## config.mk

```make
export PLATFORM = sky130hd
export DESIGN_NAME = mnist_pool_binarizer
export DESIGN_NICKNAME = d
export VERILOG_FILES = /design/src/rtl/mnist_pkg.sv /design/src/rtl/mnist_block_acc.sv /design/src/rtl/mnist_pool_binarizer.sv
export SDC_FILE = /design/constraint.sdc
export NUM_CORES = 1
export LEC_CHECK = 0
export ABC_AREA = 1
export ABC_CLOCK_PERIOD_IN_PS = 8400
export CAP_MARGIN = 20
export CORE_UTILIZATION = 36
export CTS_BUF_LIST = sky130_fd_sc_hd__clkbuf_2 sky130_fd_sc_hd__clkbuf_4 sky130_fd_sc_hd__clkbuf_8
export DETAILED_ROUTE_END_ITERATION = 7
export MAX_ROUTING_LAYER = met4
export PLACE_DENSITY_LB_ADDON = 0.08
export SYNTH_ARGS = -nofsm -noshare
export SYNTH_HDL_FRONTEND = slang
export SYNTH_HIERARCHICAL = 1
export SYNTH_SLANG_ARGS = --single-unit
```

## constraint.sdc

```tcl
create_clock -name clk -period 8.4 [get_ports clk]
set_input_delay 0.84 -clock clk [delete_from_list [all_inputs] [get_ports clk]]
set_output_delay 0.84 -clock clk [all_outputs]
set_load 0.005 [all_outputs]
```

## src/rtl/mnist_pkg.sv

```systemverilog
// Shared constants and types for the MNIST front end and gate networks.
// feat_vec_t is the 49-bit in_bits word the classifiers consume.
package mnist_pkg;

  localparam int MNIST_PIX_W  = 8;
  localparam int MNIST_IMG_W  = 28;
  localparam int MNIST_POOL   = 4;
  localparam int MNIST_GRID   = MNIST_IMG_W / MNIST_POOL;
  localparam int MNIST_N_FEAT = MNIST_GRID * MNIST_GRID;
  localparam int MNIST_ACC_W  = MNIST_PIX_W + 2 * $clog2(MNIST_POOL);

  typedef logic [MNIST_N_FEAT-1:0] feat_vec_t;
  typedef logic [MNIST_ACC_W-1:0]  acc_t;

endpackage

```

## src/rtl/mnist_block_acc.sv

```systemverilog
// Bank of per-column-slot block accumulators with load/add and a
// threshold compare on the running sum plus the current pixel.
import mnist_pkg::*;

module mnist_block_acc #(
  parameter int PIX_W  = MNIST_PIX_W,
  parameter int GRID   = MNIST_GRID,
  parameter int ACC_W  = MNIST_ACC_W,
  parameter int THRESH = 1024,
  parameter int SW     = $clog2(GRID)
) (
  input  logic             clk,
  input  logic             rst_n,
  input  logic             en,
  input  logic             load,
  input  logic [SW-1:0]    slot,
  input  logic [PIX_W-1:0] pix,
  output logic             hit
);

  logic [ACC_W-1:0] acc [GRID];
  logic [ACC_W-1:0] ext;
  logic [ACC_W-1:0] sum;

  assign ext = ACC_W'(pix);
  assign sum = acc[slot] + ext;
  assign hit = sum >= ACC_W'(THRESH);

  always_ff @(posedge clk) begin
    if (!rst_n) begin
      for (int i = 0; i < GRID; i++) acc[i] <= '0;
    end else if (en) begin
      acc[slot] <= load ? ext : sum;
    end
  end

endmodule

```

## src/rtl/mnist_pool_binarizer.sv

```systemverilog
// Raster 28x28 pixel stream -> 4x4 block sums -> thresholded 49-bit
// feature vector with valid/ready output and framing-error pulse.
import mnist_pkg::*;

module mnist_pool_binarizer #(
  parameter int PIX_W        = MNIST_PIX_W,
  parameter int IMG_W        = MNIST_IMG_W,
  parameter int POOL         = MNIST_POOL,
  parameter int BLOCK_THRESH = 1024,
  localparam int GRID        = IMG_W / POOL
) (
  input  logic                 clk,
  input  logic                 rst_n,
  input  logic                 pix_valid,
  output logic                 pix_ready,
  input  logic [PIX_W-1:0]     pix_data,
  input  logic                 pix_sof,
  output logic                 out_valid,
  input  logic                 out_ready,
  output logic [GRID*GRID-1:0] out_bits,
  output logic                 frame_err
);

  localparam int NF    = GRID * GRID;
  localparam int ACC_W = PIX_W + 2 * $clog2(POOL);
  localparam int RW    = $clog2(IMG_W);
  localparam int SW    = $clog2(GRID);
  localparam int IW    = $clog2(NF);
  localparam logic [RW-1:0] LAST = RW'(IMG_W - 1);

  typedef enum logic {S_IDLE, S_ACCUM} state_t;

  state_t        state;
  logic [RW-1:0] row, col, r, c;
  logic          accept, start, proc;
  logic          first, last, fin, hit;
  logic [SW-1:0] slot;
  logic [IW-1:0] bidx;
  logic [NF-1:0] work, work_nx;

  // Only the frame-closing pixel can stall, and only when it would
  // overwrite a vector the sink has not taken yet.
  assign pix_ready = !(state == S_ACCUM && row == LAST &&
                       col == LAST && out_valid && !out_ready);

  assign accept = pix_valid && pix_ready;
  assign start  = accept && pix_sof;
  assign proc   = accept && (pix_sof || state == S_ACCUM);

  assign r = start ? '0 : row;
  assign c = start ? '0 : col;

  assign first = (32'(r) % POOL == 0) && (32'(c) % POOL == 0);
  assign last  = (32'(r) % POOL == POOL - 1) &&
                 (32'(c) % POOL == POOL - 1);
  assign fin   = (r == LAST) && (c == LAST);
  assign slot  = SW'(32'(c) / POOL);
  assign bidx  = IW'((32'(r) / POOL) * GRID + 32'(c) / POOL);

  mnist_block_acc #(
    .PIX_W (PIX_W),
    .GRID  (GRID),
    .ACC_W (ACC_W),
    .THRESH(BLOCK_THRESH),
    .SW    (SW)
  ) u_acc (
    .clk  (clk),
    .rst_n(rst_n),
    .en   (proc),
    .load (first),
    .slot (slot),
    .pix  (pix_data),
    .hit  (hit)
  );

  always_comb begin
    work_nx = start ? '0 : work;
    if (proc && last) work_nx[bidx] = hit;
  end

  always_ff @(posedge clk) begin
    if (!rst_n) begin
      state     <= S_IDLE;
      row       <= '0;
      col       <= '0;
      work      <= '0;
      out_valid <= 1'b0;
      out_bits  <= '0;
      frame_err <= 1'b0;
    end else begin
      frame_err <= start && state == S_ACCUM;
      if (out_valid && out_ready) out_valid <= 1'b0;
      if (proc) begin
        work <= work_nx;
        if (fin) begin
          out_bits  <= work_nx;
          out_valid <= 1'b1;
          state     <= S_IDLE;
          row       <= '0;
          col       <= '0;
        end else begin
          state <= S_ACCUM;
          if (c == LAST) begin
            col <= '0;
            row <= r + 1'b1;
          end else begin
            col <= c + 1'b1;
            row <= r;
          end
        end
      end
    end
  end

endmodule

```

==> summary.txt, run 1 <==
# H-tree levels - 2
Origin of the critical flop-to-flop path - row[2]$_SDFFE_PN0P_
Number of global-route vias before repair - 7,971
Pleak - 5.11 nW
Post-DP HPWL - 16,600 µm
Post-Syn Area - 10,100 µm²
Post-CTS setup buffer count - 0
Area Growth Syn to Fin - 17.2%
WP data required - 8.87 ns
Outcome - completed
CTS root buf - clkbuf_8
Antenna diode count - 0
Net count after synthesis - 1,363
Slew Viols, Final - 0
Worst-path maximum fanout - 63
Slowest cell on crit path - nand3_4
Count leader, synth - nand2_1
Routed Antenna Nets - 0
Iter 0 DRT Violations - 578
Core area - 27,200 µm²
CTS Sinks - 207
Overall Global Routing Usage - 20.4%
DRT Pass-1 Iters - 5
Seq/Total Area, Yosys - 49.6%
Fmax - 175 MHz
Final Skew - 0.0277 ns
Main area contributors after synthesis - edfxtp_1 25%, dfxtp_1 24%, nand2_1 13%, nor2_1 8.7%, o21ai_0 4.9%
HP Start - out_bits[42]$_SDFFE_PN0P_
Gp weighted congestion - 0.770
Top cell type by total area after synthesis - edfxtp_1
Hold crit path type - flop to flop
Fillers - 2,847
Slew HR - 27.6%
Yosys reg bits - 207
EDFF count, synth - 84
Total number of vias - 8,512
Async SR Flop Fraction - 0%
Type of origin of the critical path - input port
Final setup TNS - 0 ns
Residual DRC count - 0
Initial antenna violation count - 0
Post-synthesis cell count - 1,322
Pwr Total - 2.24 mW
Cts repair resizes - 0
Final instance area - 11,800 µm²
Hold slack - 0.485 ns
TritonCTS clock tree - yes
Yosys warnings - 6
Worst EP arrival - 6.20 ns
Post-synth cell types - 38
RSZ-0062 raised after global routing - no
Tcrit/Tclk final - 68.2%
CTS buffer count - 40
Die Span X - 169 µm
DP Area - 10,900 µm²
Routed len/inst - 15.7 µm
Starting density of the core - 37.0%
Die Ht - 169 µm
Area share of the largest cell type after synthesis - 25.1%
Final WL - 28,000 µm
Port Buffers - 64
Hold-fix buffers at CTS - 0
Tmin final - 5.73 ns
Cell Rows - 60
Slowest stage delay, CP - 0.56 ns
Peak supply drop - 0.0936 mV
Cell mode on critical path - nand2_1
Layout cells sized above 1 - 7.62%
Pin count of the biggest net entering global routing - 70
Setup crit end kind - flop
Setup CP Type - input port to flop
Primary FF master, synth - dfxtp_1
Commonest cells post-synth - 358 x nand2_1, 232 x nor2_1, 126 x inv_1
Slew @ Worst Pin - 1.08 ns
I/O pins - 65
Clk slew on worst S/H paths - 0.05 ns
Cell Pwr Density - 190 nW/µm²
Worst-Skew Late Latency - 0.55 ns
Max clock buf depth - 3
Die ar. - 28,600 µm²
Final hold violation count - 0
Fin nets - 1,415
Avg Inst Size Synth - 7.60 µm²
First-pass GRT wire length - 44,100 µm
CP startpoint - out_ready
Total grt overflow - 0
Final setup fails - 0
Via density - 4.79
Max Cap Viol - 0
-- worst max-delay path, delay by kind of cell --
family	cells	cell delay (ns)
adder cells (fa/ha/maj)	1	0.17
AND/OR/NAND/NOR	17	1.98
AO/OA/AOI/OAI	5	1.23
buffers and inverters	7	1.90
-- per-stage QoR --
stage | cells | util, % | setup WS, ns
after CTS | 1776 | 43.3 | 2.60
after detailed placement | 1704 | 40.2 | 2.01
after global routing | 1776 | 43.3 | 1.93
after floorplan | 1322 | - | 3.86
final | 1776 | 43.3 | 2.67
after global placement | 1704 | 40.2 | 2.08
-- kinds of logic after synthesis --
kind of cell             share of synthesized area, %
buffers and inverters                            8.05
XOR/XNOR                                        0.610
flip-flops                                       49.6
AND/OR/NAND/NOR                                  26.6
AO/OA/AOI/OAI                                    11.2
adder cells (fa/ha/maj)                          3.86
-- area by class of cell --
cell class              instances  area [µm²]  share of cell area (%)
repair buffers                 72         696                    5.91
clock inverters                 6        42.5                   0.361
well taps                     372         465                    3.95
clock buffers                  66         821                    6.97
multi-input cells             920        4270                    36.2
flip-flops and latches        207        4980                    42.3
inverters                     133         499                    4.24
-- worst paths after layout --
kind                            cells after the start                         to  slack [ns]
worst max-delay path                               30      work[12]$_SDFFE_PN0P_        2.67
worst min-delay path                                2  out_bits[42]$_SDFFE_PN0P_        0.49
worst max register to register                     29      work[12]$_SDFFE_PN0P_        2.95
worst min register to register                      2  out_bits[42]$_SDFFE_PN0P_        0.49
-- placed cells by master, fill, tap and decap left out, types with 48 or more instances in the layout --
cell	count
a21oi_1	77
clkbuf_8	52
clkdlybuf4s50_1	63
dfxtp_1	123
edfxtp_1	84
inv_1	126
nand2_1	358
nand3_1	48
nor2_1	230
o21ai_0	98
-- registers in the layout (all words and copies together) (netlist names) --
register / count
row: 5
work: 49
frame_err: 1
out_valid: 1
col: 5
u_acc/acc: 96
out_bits: 49
state: 1
-- routing by layer --
| layer | part of all wire [%] | routed length [µm] | global-route usage (%) |
|---|---|---|---|
| met2 | 43 | 12200 | 30.8 |
| met5 | 0 | 0 | - |
| met3 | 5.1 | 1440 | 2.88 |
| met4 | 1.8 | 509 | 5.52 |
| met1 | 50 | 13800 | 28.5 |
-- power by group --
group | leakage (nW) | switching (mW) | internal, mW
sequential | 1.85 | 0.00542 | 1.06
clock | 0.461 | 0.445 | 0.619
combinational | 2.79 | 0.0796 | 0.0272
(Power assumes the default switching activity.)
==> run 2: changes to the inputs <==
- ABC_CLOCK_PERIOD_IN_PS: 8400 -> 5900
- clock period: 8.4 -> 5.9 ns (I/O delays scaled with it)
==> summary.txt, run 2 (same netlist as run 1, synthesis figures left out) <==
Most flop-heavy register - u_acc/acc (unchanged)
Final hold violation count - 0 (unchanged)
RSZ-0062 raised after global routing - no (unchanged)
DRT Pass-1 Iters - 5 (unchanged)
Area Growth Syn to Fin - 18.4% (was 17.2%)
Pin count of the biggest net entering global routing - 69 (was 70)
Sequential share of power - 48.2% (was 47.7%)
Die Span X - 169 µm (unchanged)
Fmax - 215 MHz
Iter 0 DRT Violations - 520 (was 578)
Clock power frac - 46.8% (was 47.5%)
Via density - 4.82 (was 4.79)
# H-tree levels - 2 (unchanged)
Cell Pwr Density - 265 nW/µm² (was 190 nW/µm²)
Slew Viols, Final - 0 (unchanged)
Final WL - 28,700 µm (was 28,000 µm)
Die ar. - 28,600 µm² (unchanged)
Post-CTS setup buffer count - 0 (unchanged)
Number of global-route vias before repair - 8,342 (was 7,971)
Slew @ Worst Pin - 0.935 ns (was 1.08 ns)
Routed len/inst - 16.0 µm (was 15.7 µm)
Tmin final - 4.65 ns
Layout cells sized above 1 - 8.57% (was 7.62%)
CTS root buf - clkbuf_8 (unchanged)
Port Buffers - 64 (unchanged)
Final Skew - 0.0283 ns (was 0.0277 ns)
Cell Rows - 60 (unchanged)
Commonest non-fill, non-tap cells in the layout - 358 x nand2_1, 232 x nor2_1, 126 x inv_1 (was 358 x nand2_1, 230 x nor2_1, 126 x inv_1)
Tcrit/Tclk final - 78.8%
Place WS - 0.695 ns (was 2.01 ns)
Antenna diode count - 0 (unchanged)
First-pass GRT wire length - 46,100 µm (was 44,100 µm)
Peak supply drop - 0.120 mV (was 0.0936 mV)
Routed wl met2 - 12,400 µm (was 12,200 µm)
Final Core Density - 43.8% (was 43.3%)
Max Cap Viol - 0 (unchanged)
Gp weighted congestion - 0.830 (was 0.770)
Starting density of the core - 37.0% (unchanged)
Setup ws final - 1.25 ns (was 2.67 ns)
Pwr Total - 3.16 mW (was 2.24 mW)
Cell Int Power - 2.39 mW (was 1.71 mW)
I/O pins - 65 (unchanged)
Initial antenna violation count - 0 (unchanged)
Met3 wire len - 1370 µm (was 1440 µm)
WP data required - 6.29 ns (was 8.87 ns)
Setup CP Type - input port to flop (unchanged)
DR top layer - met4 (unchanged)
P_sw - 0.766 mW (was 0.530 mW)
Routed Antenna Nets - 0 (unchanged)
Comb pwr share - 5.1% (was 4.8%)
Hold crit path type - flop to flop (unchanged)
Post-DP HPWL - 17,500 µm (was 16,600 µm)
Type of origin of the critical path - input port (unchanged)
Worst-Skew Late Latency - 0.56 ns (was 0.55 ns)
Biggest regs - u_acc/acc (96), out_bits (49), work (49) (unchanged)
Final setup fails - 0 (unchanged)
Overall Global Routing Usage - 21.3% (was 20.4%)
Core area - 27,200 µm² (unchanged)
Max reg flops - 96 (unchanged)
Sw Ratio - 24.3% (was 23.7%)
Hold-fix buffers at CTS - 0 (unchanged)
Residual DRC count - 0 (unchanged)
Met1 wire length - 14,400 µm (was 13,800 µm)
Setup crit end kind - flop (unchanged)
Slew HR - 37.6% (was 27.6%)
Outcome - completed (unchanged)
Placed insts - 1,724 (was 1,704)
Die Ht - 169 µm (unchanged)
Finished Layout Cells - 1,795 (was 1,776)
Worst-path maximum fanout - 12 (was 63)
Cts repair resizes - 0 (unchanged)
CTS Sinks - 207 (unchanged)
Worst EP arrival - 5.04 ns (was 6.20 ns)
Max clock buf depth - 3 (unchanged)
Total grt overflow - 0 (unchanged)
Total number of vias - 8,650 (was 8,512)
Pleak - 5.20 nW (was 5.11 nW)
Final setup TNS - 0 ns (unchanged)
TritonCTS clock tree - yes (unchanged)
CTS buffer count - 40 (unchanged)
Fin nets - 1,435 (was 1,415)
Clk slew on worst S/H paths - 0.05 ns (about the same)
Commonest non-fill, non-tap cell in the layout - nand2_1 (unchanged)
run 2: layout make-up:
cell class	instances	area (µm²)
clock buffers	62	766
inverters	133	499
repair buffers	92	858
clock inverters	9	66.3
fillers	2826	15300
well taps	372	465
flip-flops and latches	207	4980
multi-input cells	920	4260
run 2: final timing paths:
kind,end,startpoint,cells past startpoint,slack [ns]
worst max-delay path,out_bits[30]$_SDFFE_PN0P_,out_ready,18,1.25
worst min-delay path,out_bits[37]$_SDFFE_PN0P_,out_bits[37]$_SDFFE_PN0P_,2,0.46
worst max register to register,out_bits[30]$_SDFFE_PN0P_,col[0]$_SDFFE_PN0P_,18,1.30
worst min register to register,out_bits[37]$_SDFFE_PN0P_,out_bits[37]$_SDFFE_PN0P_,2,0.46
run 2: per-layer routing:
layer	track usage, %	vias to the layer above
met5	-	-
met4	6.31	0
met3	3.44	43
met2	31.8	208
met1	29.5	4021
li1	-	4378
run 2: metrics by stage:
| stage | hold slack, ns | cell area, µm² |
|---|---|---|
| 2_1_floorplan | 0.450 | 10100 |
| 3_3_place_gp | 0.455 | 11100 |
| 3_5_place_dp | 0.460 | 11100 |
| 4_1_cts | 0.468 | 11900 |
| 5_1_grt | 0.487 | 11900 |
| 6_report | 0.465 | 11900 |
run 2: power by group through the flow:
stage          logic [mW]  clock network, mW  registers [mW]
2_1_floorplan       0.101                  0            1.55
3_3_place_gp        0.162                  0            1.55
3_5_place_dp        0.160                  0            1.55
4_1_cts             0.161               1.52            1.52
5_1_grt             0.179               1.58            1.52
6_report            0.160               1.48            1.52
run 2: critical path: stages:
cell             delay (ns)
clkdlybuf4s50_1        0.40
nor2_1                 0.15
nand2_1                0.07
nor2_1                 0.11
nand2_2                0.10
nand3_4                0.14
nand2_1                0.13
inv_1                  0.22
fa_1                   0.45
inv_1                  0.08
fa_1                   0.47
fa_1                   0.47
xor2_1                 0.40
inv_1                  0.15
nor2_1                 0.54
nand2_1                0.14
o21ai_0                0.30
a21oi_1                0.10
==> run 3: changes to the inputs <==
- ABC_CLOCK_PERIOD_IN_PS: 5900 -> 4900
- clock period: 5.9 -> 4.9 ns (I/O delays scaled with it)
==> summary.txt, run 3 (same netlist as run 1, synthesis figures left out) <==
Gp weighted congestion - 0.821 (was 0.830)
Final setup fails - 0 (unchanged)
Post-CTS setup buffer count - 0 (unchanged)
First-pass GRT wire length - 45,100 µm (was 46,100 µm)
DP Area - 11,200 µm² (was 11,100 µm²)
DRT Pass-1 Iters - 5 (unchanged)
Slew Viols, Final - 0 (unchanged)
WP depth - 25 (was 18)
Final WL - 28,500 µm (was 28,700 µm)
Peak supply drop - 0.202 mV (was 0.120 mV)
Final instance area - 12,100 µm² (was 11,900 µm²)
TritonCTS clock tree - yes (unchanged)
Clk slew on worst S/H paths - 0.06 ns (was 0.05 ns)
Fmax - 233 MHz
Biggest regs - u_acc/acc (96), out_bits (49), work (49) (unchanged)
WP data required - 5.30 ns (was 6.29 ns)
I/O pins - 65 (unchanged)
Die ar. - 28,600 µm² (unchanged)
Iter 0 DRT Violations - 566 (was 520)
Type of origin of the critical path - flop (was input port)
Worst R2R Path Depth - 25 (was 18)
Setup crit end kind - flop (unchanged)
CTS root buf - clkbuf_8 (unchanged)
Slowest stage delay, CP - 0.45 ns (was 0.54 ns)
Die Span X - 169 µm (unchanged)
Slowest cell on crit path - dfxtp_1 (was nor2_1)
Cell mode on critical path - nand2_1
Final setup TNS - 0 ns (unchanged)
Core area - 27,200 µm² (unchanged)
Worst-path maximum fanout - 33 (was 12)
Pleak - 5.33 nW (was 5.20 nW)
Fin nets - 1,456 (was 1,435)
Routed len/inst - 15.7 µm (was 16.0 µm)
Most flop-heavy register - u_acc/acc (unchanged)
Slew HR - 41.3% (was 37.6%)
RSZ-0062 raised after global routing - no (unchanged)
Tmin final - 4.29 ns
Total grt overflow - 0 (unchanged)
Starting density of the core - 37.0% (unchanged)
Commonest non-fill, non-tap cell in the layout - nand2_1 (unchanged)
Slew @ Worst Pin - 0.881 ns (was 0.935 ns)
Initial antenna violation count - 0 (unchanged)
Layout cells sized above 1 - 10.0% (was 8.57%)
Post-DP HPWL - 17,700 µm (was 17,500 µm)
Antenna diode count - 0 (unchanged)
CTS buffer count - 39 (was 40)
Max reg flops - 96 (unchanged)
Pin count of the biggest net entering global routing - 69 (unchanged)
Final Skew - 0.0408 ns (was 0.0283 ns)
Cell Pwr Density - 321 nW/µm² (was 265 nW/µm²)
Max clock buf depth - 3 (unchanged)
Worst hold path depth - 2 (unchanged)
# H-tree levels - 2 (unchanged)
Outcome - completed (unchanged)
Total number of vias - 8,575 (was 8,650)
Routed Antenna Nets - 0 (unchanged)
CTS Sinks - 207 (unchanged)
Tcrit/Tclk final - 87.6%
Port Buffers - 64 (unchanged)
Setup CP Type - flop to flop (was input port to flop)
Area Growth Syn to Fin - 20.7% (was 18.4%)
Cts repair resizes - 0 (unchanged)
Commonest non-fill, non-tap cells in the layout - 358 x nand2_1, 232 x nor2_1, 126 x inv_1 (unchanged)
Residual DRC count - 0 (unchanged)
Buffers and inverters on the worst path - 5 (was 4)
Via density - 4.72 (was 4.82)
Reg2reg setup slack - 0.61 ns (was 1.30 ns)
Max Cap Viol - 0 (unchanged)
Worst EP arrival - 4.70 ns (was 5.04 ns)
Final hold violation count - 0 (unchanged)
Overall Global Routing Usage - 20.9% (was 21.3%)
Fillers - 2,805 (was 2,826)
Number of global-route vias before repair - 8,081 (was 8,342)
Worst-Skew Late Latency - 0.55 ns (was 0.56 ns)
Die Ht - 169 µm (unchanged)
Cell Rows - 60 (unchanged)
Hold-fix buffers at CTS - 0 (unchanged)
CP delay by family, top - simple AND/OR/NAND/NOR gates (was adder cells)
Hold crit path type - flop to flop (unchanged)
[run 3: cell count changes in the layout (fill, tap and decap cells not counted)]
cell,change
buf_4,+21
clkinv_4,+1
clkinv_1,-1
inv_8,-1
clkinv_8,+1
inv_12,-1
bufinv_16,+2
buf_12,+1
clkinv_2,-1
[run 3: layout make-up]
type,count,area (µm²),area share [%]
flip-flops and latches,207,4980,41.1
multi-input cells,920,4260,35.1
repair buffers,114,1040,8.54
clock buffers,62,766,6.31
inverters,133,499,4.12
well taps,372,465,3.84
clock inverters,9,115,0.949
[run 3: routing by layer]
metal | global-route usage, % | vias up | part of all wire (%)
met2 | 31.2 | 179 | 43
met4 | 5.60 | 0 | 2.0
met1 | 29.4 | 3920 | 51
met3 | 3.20 | 50 | 4.5
met5 | - | - | 0
li1 | - | 4426 | -
[run 3: per-stage QoR]
step	std cells	setup slack (ns)	total power [mW]	hold WS, ns	utilization, %
global route	1817	0.0655	4.05	0.510	44.6
finish	1817	0.608	3.89	0.479	44.6
CTS	1817	0.621	3.95	0.492	44.6
global placement	1746	0.197	2.06	0.481	41.4
floorplan	1322	0.714	1.98	0.450	-
detailed placement	1746	0.141	2.06	0.483	41.4
[run 3: report_power, final]
group | internal [mW] | leakage, nW | switching, mW
logic | 0.0544 | 3.02 | 0.140
registers | 1.82 | 1.85 | 0.00956
clock network | 1.11 | 0.463 | 0.761
total | 2.98 | 5.33 | 0.911
[run 3: path summary, 6_finish.rpt]
kind	to	startpoint
worst max-delay path	out_bits[8]$_SDFFE_PN0P_	col[0]$_SDFFE_PN0P_
worst min-delay path	out_bits[45]$_SDFFE_PN0P_	out_bits[45]$_SDFFE_PN0P_
worst max register to register	out_bits[8]$_SDFFE_PN0P_	col[0]$_SDFFE_PN0P_
worst min register to register	out_bits[45]$_SDFFE_PN0P_	out_bits[45]$_SDFFE_PN0P_
[run 3: worst register-to-register path: cells and delay by family (launching register included)]
kind / cells / cell delay [ns]
and+or+nand+nor: 14 / 1.37
buffers and inverters: 5 / 0.86
DFF: 1 / 0.45
adders and majority gates: 2 / 0.67
AOI/OAI and AO/OA: 4 / 0.85
